==> src/rtl/fir_delay_line_ctrl_if.sv <==
// Bus bundle for one FIR lane delay-line controller: sample input, BRAM port pair and tap stream.
interface fir_delay_line_ctrl_if #(
   parameter int unsigned AddrWidth   = 10,
   parameter int unsigned DataSize    = 16,
   parameter int unsigned NumTaps     = 64,
   parameter int unsigned TapIdxWidth = $clog2(NumTaps)
);
   logic                   s_valid_i;
   logic                   s_ready_o;
   logic [DataSize-1:0]    s_data_i;

   logic                   bram_wvalid_o;
   logic [DataSize-1:0]    bram_wdata_o;
   logic [AddrWidth-1:0]   bram_waddr_o;
   logic [AddrWidth-1:0]   bram_raddr_o;
   logic [DataSize-1:0]    bram_rdata_i;

   logic                   tap_valid_o;
   logic [DataSize-1:0]    tap_data_o;
   logic [TapIdxWidth-1:0] tap_idx_o;
   logic                   tap_last_o;
   logic                   busy_o;

   // Controller side
   modport slave (
      input  s_valid_i, s_data_i, bram_rdata_i,
      output s_ready_o, bram_wvalid_o, bram_wdata_o, bram_waddr_o, bram_raddr_o,
             tap_valid_o, tap_data_o, tap_idx_o, tap_last_o, busy_o
   );

   // Environment side: sample source, BRAM and MAC stage
   modport master (
      output s_valid_i, s_data_i, bram_rdata_i,
      input  s_ready_o, bram_wvalid_o, bram_wdata_o, bram_waddr_o, bram_raddr_o,
             tap_valid_o, tap_data_o, tap_idx_o, tap_last_o, busy_o
   );
endinterface

==> src/rtl/fir_delay_line_ctrl.sv <==
// FIR lane delay-line controller: writes samples into a circular BRAM buffer and
// streams back the newest NumTaps samples, newest first, masking taps not yet filled.
module fir_delay_line_ctrl #(
   parameter int unsigned AddrWidth   = 10,
   parameter int unsigned DataSize    = 16,
   parameter int unsigned NumTaps     = 64,
   parameter int unsigned TapIdxWidth = $clog2(NumTaps)
) (
   input  logic                  clk_i,
   input  logic                  rst_ni,
   input  logic                  clear_i,
   fir_delay_line_ctrl_if.slave  bus
);

   localparam int unsigned FillWidth = $clog2(NumTaps + 1);
   localparam logic [TapIdxWidth-1:0] LastIdx = TapIdxWidth'(NumTaps - 1);
   localparam logic [FillWidth-1:0]   FillMax = FillWidth'(NumTaps);

   typedef enum logic [0:0] {
      IDLE = 1'b0,
      READ = 1'b1
   } state_e;

   state_e                 state_q, state_d;
   logic [AddrWidth-1:0]   wptr_q,  wptr_d;
   logic [AddrWidth-1:0]   base_q,  base_d;
   logic [TapIdxWidth-1:0] k_q,     k_d;
   logic [FillWidth-1:0]   fill_q,  fill_d;
   logic                   issue_q, issue_d;
   logic [TapIdxWidth-1:0] idx_q,   idx_d;
   logic                   mask_q,  mask_d;

   logic ready_c;
   logic handshake_c;

   assign ready_c     = (state_q == IDLE) && !clear_i;
   assign handshake_c = bus.s_valid_i && ready_c;

   // State and tap-issue registers
   always_ff @(posedge clk_i or negedge rst_ni) begin
      if (!rst_ni) begin
         state_q <= IDLE;
         wptr_q  <= '0;
         base_q  <= '0;
         k_q     <= '0;
         fill_q  <= '0;
         issue_q <= 1'b0;
         idx_q   <= '0;
         mask_q  <= 1'b0;
      end else begin
         state_q <= state_d;
         wptr_q  <= wptr_d;
         base_q  <= base_d;
         k_q     <= k_d;
         fill_q  <= fill_d;
         issue_q <= issue_d;
         idx_q   <= idx_d;
         mask_q  <= mask_d;
      end
   end

   // Next-state: clear wins over a same-cycle handshake and leaves BRAM untouched
   always_comb begin
      state_d = state_q;
      wptr_d  = wptr_q;
      base_d  = base_q;
      k_d     = k_q;
      fill_d  = fill_q;
      issue_d = 1'b0;
      idx_d   = '0;
      mask_d  = 1'b0;

      if (clear_i) begin
         state_d = IDLE;
         wptr_d  = '0;
         base_d  = '0;
         k_d     = '0;
         fill_d  = '0;
      end else begin
         unique case (state_q)
            IDLE: begin
               if (handshake_c) begin
                  base_d  = wptr_q;
                  wptr_d  = wptr_q + AddrWidth'(1);
                  k_d     = '0;
                  state_d = READ;
                  if (fill_q != FillMax) begin
                     fill_d = fill_q + FillWidth'(1);
                  end
               end
            end
            READ: begin
               issue_d = 1'b1;
               idx_d   = k_q;
               // Older than anything received since reset/clear: emit zero instead of stale BRAM data
               mask_d  = (FillWidth'(k_q) >= fill_q);
               if (k_q == LastIdx) begin
                  k_d     = '0;
                  state_d = IDLE;
               end else begin
                  k_d     = k_q + TapIdxWidth'(1);
               end
            end
            default: begin
               state_d = IDLE;
            end
         endcase
      end
   end

   assign bus.s_ready_o     = ready_c;

   assign bus.bram_wvalid_o = handshake_c;
   assign bus.bram_wdata_o  = bus.s_data_i;
   assign bus.bram_waddr_o  = wptr_q;
   // Walk backwards from the newest sample; unsigned subtraction wraps below address 0
   assign bus.bram_raddr_o  = (state_q == READ) ? (base_q - AddrWidth'(k_q)) : base_q;

   assign bus.tap_valid_o   = issue_q;
   assign bus.tap_idx_o     = idx_q;
   assign bus.tap_data_o    = (issue_q && !mask_q) ? bus.bram_rdata_i : '0;
   assign bus.tap_last_o    = issue_q && (idx_q == LastIdx);
   assign bus.busy_o        = (state_q == READ) || issue_q;

endmodule

==> src/flat_wrapper.sv <==
// flat-port wrapper written by rule: the top's interface ports become plain ports
module fir_delay_line_ctrl_flat 
#(
   parameter int unsigned AddrWidth   = 10,
   parameter int unsigned DataSize    = 16,
   parameter int unsigned NumTaps     = 64,
   parameter int unsigned TapIdxWidth = $clog2(NumTaps)
)
  (clk_i, rst_ni, clear_i, bus_s_valid_i, bus_s_data_i, bus_bram_rdata_i, bus_s_ready_o, bus_bram_wvalid_o, bus_bram_wdata_o, bus_bram_waddr_o, bus_bram_raddr_o, bus_tap_valid_o, bus_tap_data_o, bus_tap_idx_o, bus_tap_last_o, bus_busy_o);
  fir_delay_line_ctrl_if #(.AddrWidth(AddrWidth), .DataSize(DataSize), .NumTaps(NumTaps), .TapIdxWidth(TapIdxWidth)) bus_i ();
  input  logic clk_i;
  input  logic rst_ni;
  input  logic clear_i;
  input wire logic [$bits(bus_i.s_valid_i)-1:0] bus_s_valid_i;
  input wire logic [$bits(bus_i.s_data_i)-1:0] bus_s_data_i;
  input wire logic [$bits(bus_i.bram_rdata_i)-1:0] bus_bram_rdata_i;
  output wire logic [$bits(bus_i.s_ready_o)-1:0] bus_s_ready_o;
  output wire logic [$bits(bus_i.bram_wvalid_o)-1:0] bus_bram_wvalid_o;
  output wire logic [$bits(bus_i.bram_wdata_o)-1:0] bus_bram_wdata_o;
  output wire logic [$bits(bus_i.bram_waddr_o)-1:0] bus_bram_waddr_o;
  output wire logic [$bits(bus_i.bram_raddr_o)-1:0] bus_bram_raddr_o;
  output wire logic [$bits(bus_i.tap_valid_o)-1:0] bus_tap_valid_o;
  output wire logic [$bits(bus_i.tap_data_o)-1:0] bus_tap_data_o;
  output wire logic [$bits(bus_i.tap_idx_o)-1:0] bus_tap_idx_o;
  output wire logic [$bits(bus_i.tap_last_o)-1:0] bus_tap_last_o;
  output wire logic [$bits(bus_i.busy_o)-1:0] bus_busy_o;
  assign bus_i.s_valid_i = bus_s_valid_i;
  assign bus_i.s_data_i = bus_s_data_i;
  assign bus_i.bram_rdata_i = bus_bram_rdata_i;
  assign bus_s_ready_o = bus_i.s_ready_o;
  assign bus_bram_wvalid_o = bus_i.bram_wvalid_o;
  assign bus_bram_wdata_o = bus_i.bram_wdata_o;
  assign bus_bram_waddr_o = bus_i.bram_waddr_o;
  assign bus_bram_raddr_o = bus_i.bram_raddr_o;
  assign bus_tap_valid_o = bus_i.tap_valid_o;
  assign bus_tap_data_o = bus_i.tap_data_o;
  assign bus_tap_idx_o = bus_i.tap_idx_o;
  assign bus_tap_last_o = bus_i.tap_last_o;
  assign bus_busy_o = bus_i.busy_o;
  fir_delay_line_ctrl #(.AddrWidth(AddrWidth), .DataSize(DataSize), .NumTaps(NumTaps), .TapIdxWidth(TapIdxWidth)) u_core (.clk_i(clk_i), .rst_ni(rst_ni), .clear_i(clear_i), .bus(bus_i));
endmodule
==> config.mk <==
export PLATFORM = sky130hd
export DESIGN_NAME = fir_delay_line_ctrl_flat
export DESIGN_NICKNAME = d
export VERILOG_FILES = /design/src/rtl/fir_delay_line_ctrl_if.sv /design/src/rtl/fir_delay_line_ctrl.sv /design/src/flat_wrapper.sv
export SDC_FILE = /design/constraint.sdc
export NUM_CORES = 1
export LEC_CHECK = 0
export ABC_AREA = 1
export CORE_UTILIZATION = 30
export CTS_CLUSTER_SIZE = 14
export DETAILED_ROUTE_END_ITERATION = 10
export HOLD_SLACK_MARGIN = 0.05
export PLACE_DENSITY = 0.62
export SLEW_MARGIN = 20
export SYNTH_ARGS = -nofsm -noshare
export SYNTH_HDL_FRONTEND = slang
export SYNTH_SLANG_ARGS = --single-unit
==> constraint.sdc <==
create_clock -name clk_i -period 1.9 [get_ports clk_i]
set_input_delay 0.285 -clock clk_i [delete_from_list [all_inputs] [get_ports clk_i]]
set_output_delay 0.285 -clock clk_i [all_outputs]
set_load 0.01 [all_outputs]
==> flow_summary.json <==
{
  "outcome": "finished, violations left",
  "violations": "design-rule violations, negative setup slack",
  "num_rows": 34,
  "hold_class": "input pin to async pin",
  "max_freq_mhz": 457.2,
  "syn-num-nets": 438,
  "synthArstFlopShare_pct": 100.0,
  "cts-root-buf": "clkbuf_8",
  "avgSynthCellArea_um2": 7.166,
  "tns_ns": -1.449,
  "layout.cells.non_filler": 587,
  "die-width_um": 97.90,
  "crit_slowest_cell": "fa_2",
  "ys_top_cells_by_area": "dfrtp_1 (38%), nand2_1 (11%), inv_1 (8.4%)",
  "initial_utilization_pct": 31.33,
  "drc_errors": 18,
  "viasPerCell": 4.697,
  "finalCritPeriodShare_pct": 115.1,
  "routedWlPerCell_um": 13.03,
  "final_area_um2": 3986,
  "ir_worst_vdd_v": 0.0004060,
  "die_area_um2": 9583,
  "syn_inst": 385,
  "antenna_cells": 0,
  "max_stage_delay_ns": 0.38,
  "fin_ws_ns": -0.2873,
  "placed_cell_area_um2": 3670,
  "yosysMostFrequentCell": "nand2_1",
  "dr.first_iter.drc_count": 106,
  "core_um2": 8806,
  "cpMostUsedCell": "nand2_1",
  "whs_ns": 0.06377,
  "fin_crit_ns": 2.187,
  "vias": 2757,
  "path_cells": "inv_2, ha_4, fa_2, o21ai_4, nand3_2, nand2_1, nand2_1, nand2_1, inv_1, buf_2",
  "critPathKind": "register to output pin",
  "worstPathRequired_ns": 1.62,
  "slew_viol_final": 0,
  "grt_antenna_before_repair": 0,
  "cts_tree": "built",
  "rsz0062_at_grt": "true",
  "grt_usage_pct": 16.14,
  "synth_top_area_cell": "dfrtp_1",
  "ant_nets": 0,
  "detail_route.first_pass.iterations": 8,
  "synth-seq-cells": 42,
  "finalClockSkew_ns": 0.009929,
  "syn2layout_area_growth_pct": 44.49,
  "io_pins": 99,
  "drive_above_1_share_pct": 23.59,
  "fin_nets": 531,
  "cts_max_level": 2,
  "die_h_um": 97.90,
  "arrival_ns": 1.90,
  "dp_cells": 571,
  "cp-end-kind": "output pin",
  "cts_sinks": 42,
  "syn_area_um2": 2759,
  "cp_max_fo": 4,
  "yosys.area.top_type_share_pct": 38.10,
  "synth_ff_type": "dfrtp_1",
  "place_congestion": 0.8621,
  "max-cap-violations": 0,
  "synth_edf_count": 0,
  "yosysWarnings": 0,
  "seq_area_frac_synth_pct": 38.10,
  "powerDensity_nw_per_um2": 749.8,
  "relSlewSlack_pct": 62.78,
  "cts_buffers": 5,
  "grt_pass1_wl_um": 12620,
  "grt_pass1_vias": 2753,
  "clkLatencyLatePin_ns": 0.29,
  "grt_max_degree": 43,
  "worst_setup_path_start_kind": "register",
  "place_ws_ns": -0.4867,
  "setup_viol": 9,
  "clockBufferDepth": 2,
  "path_clk_slew_ns": 0.09,
  "hold_viol": 0,
  "dp_hpwl_um": 5661,
  "overflow": 0,
  "synth.distinct_cells": 30,
  "routed_wirelength_um": 7649,
  "ys_top_cells_by_count": "nand2_1 (81), inv_1 (62), nor2_1 (54)",
  "leakage_uw": 0.002022,
  "worst_pin_slew_ns": 0.5582,
  "io_buffer_count": 66
}
cells in the final DEF, fill, tap and decap left out, types with 2 or more instances in the layout:
master	instances
nand3_2	5
bufinv_16	2
nor2_4	3
nor3_1	7
o22ai_1	7
or2_2	2
ha_1	10
inv_1	54
clkdlybuf4s50_1	36
ha_4	6
inv_2	11
o21ai_1	19
xor2_1	2
nor2_1	52
nand3_1	21
nand4_1	8
dfrtp_1	42
dlygate4sd2_1	19
nand2_2	12
buf_2	10
nand2_1	68
buf_4	42
clkbuf_8	5
nor2_2	3
a21oi_1	9
o21ai_0	6
where the power goes:
part | total, uW | internal (uW) | leakage, uW | switching (uW)
clock network | 854 | 527 | 0.0000683 | 327
registers | 1020 | 951 | 0.000578 | 64.3
logic | 1120 | 528 | 0.00138 | 592
total | 2990 | 2010 | 0.00202 | 984
repair_timing:
action,4_1_cts,5_1_grt
hold buffers,0,0
setup endpoints to repair,28,10
resized for setup,89,15
buffers inserted,5,4
endpoints found under the hold margin,0,0
pin swaps,16,11
area by class of cell:
cell class,count,area (um^2)
sequential,42,1051
timing repair buffer,110,935.9
clock inverter,3,68.82
tap,108,135.1
clock buffer,5,68.82
inverter,65,244.0
multi-input combinational,254,1483
fill,883,4820
through the flow:
step	utilization (%)	power (uW)
after floorplan	-	1571
after global placement	41.67	1996
after detailed placement	41.67	2015
after CTS	44.39	2901
after global routing	45.27	3182
final	45.27	2989
flip-flops by register name (all words and copies together), names as in the netlist:
signal                   count
u_core.base_q               10
u_core.bus.bram_waddr_o     10
u_core.bus.tap_idx_o         6
u_core.bus.tap_valid_o       1
u_core.fill_q                7
u_core.k_q                   6
u_core.mask_q                1
u_core.state_q               1
cell families (layout without fill, tap and decap cells):
logic type,count (synthesis),in the layout,synth area share [%]
flops,42,42,38.10
simple gates,187,187,29.16
compound gates,47,47,9.071
fa+ha+maj,17,17,7.982
buf+inv,89,183,14.74
xor+xnor,3,3,0.9526
worst max-delay path: cells and delay by family (launching register included):
kind,cells,cell delay (ns)
AOI/OAI and AO/OA,1,0.18
adders and majority gates,2,0.54
buffers and inverters,3,0.23
DFF,1,0.37
and+or+nand+nor,4,0.29
worst paths after layout:
kind	startpoint	to	slack [ns]	cells past startpoint
min in group clk_i	u_core.fill_q[6]$_DFFE_PN0P_	u_core.fill_q[6]$_DFFE_PN0P_	0.55	2
max in group asynchronous	rst_ni	u_core.base_q[2]$_DFFE_PN0P_	1.46	2
max	u_core.base_q[0]$_DFFE_PN0P_	bus_bram_raddr_o[6]	-0.29	10
max reg2reg	u_core.k_q[2]$_DFFE_PN0P_	u_core.mask_q$_DFF_PN0_	0.14	9
min reg2reg	u_core.fill_q[6]$_DFFE_PN0P_	u_core.fill_q[6]$_DFFE_PN0P_	0.55	2
min	rst_ni	u_core.bus.bram_waddr_o[9]$_DFFE_PN0P_	0.06	2
layer usage:
layer / vias to the layer above / routed length, um / GRT usage [%]
met5: - / 0 / 0
li1: 1388 / - / -
met4: 0 / 148 / 5.478
met1: 1248 / 3452 / 20.57
met2: 101 / 3502 / 26.44
met3: 20 / 545 / 4.295
Power figures use the tool's default switching activity.
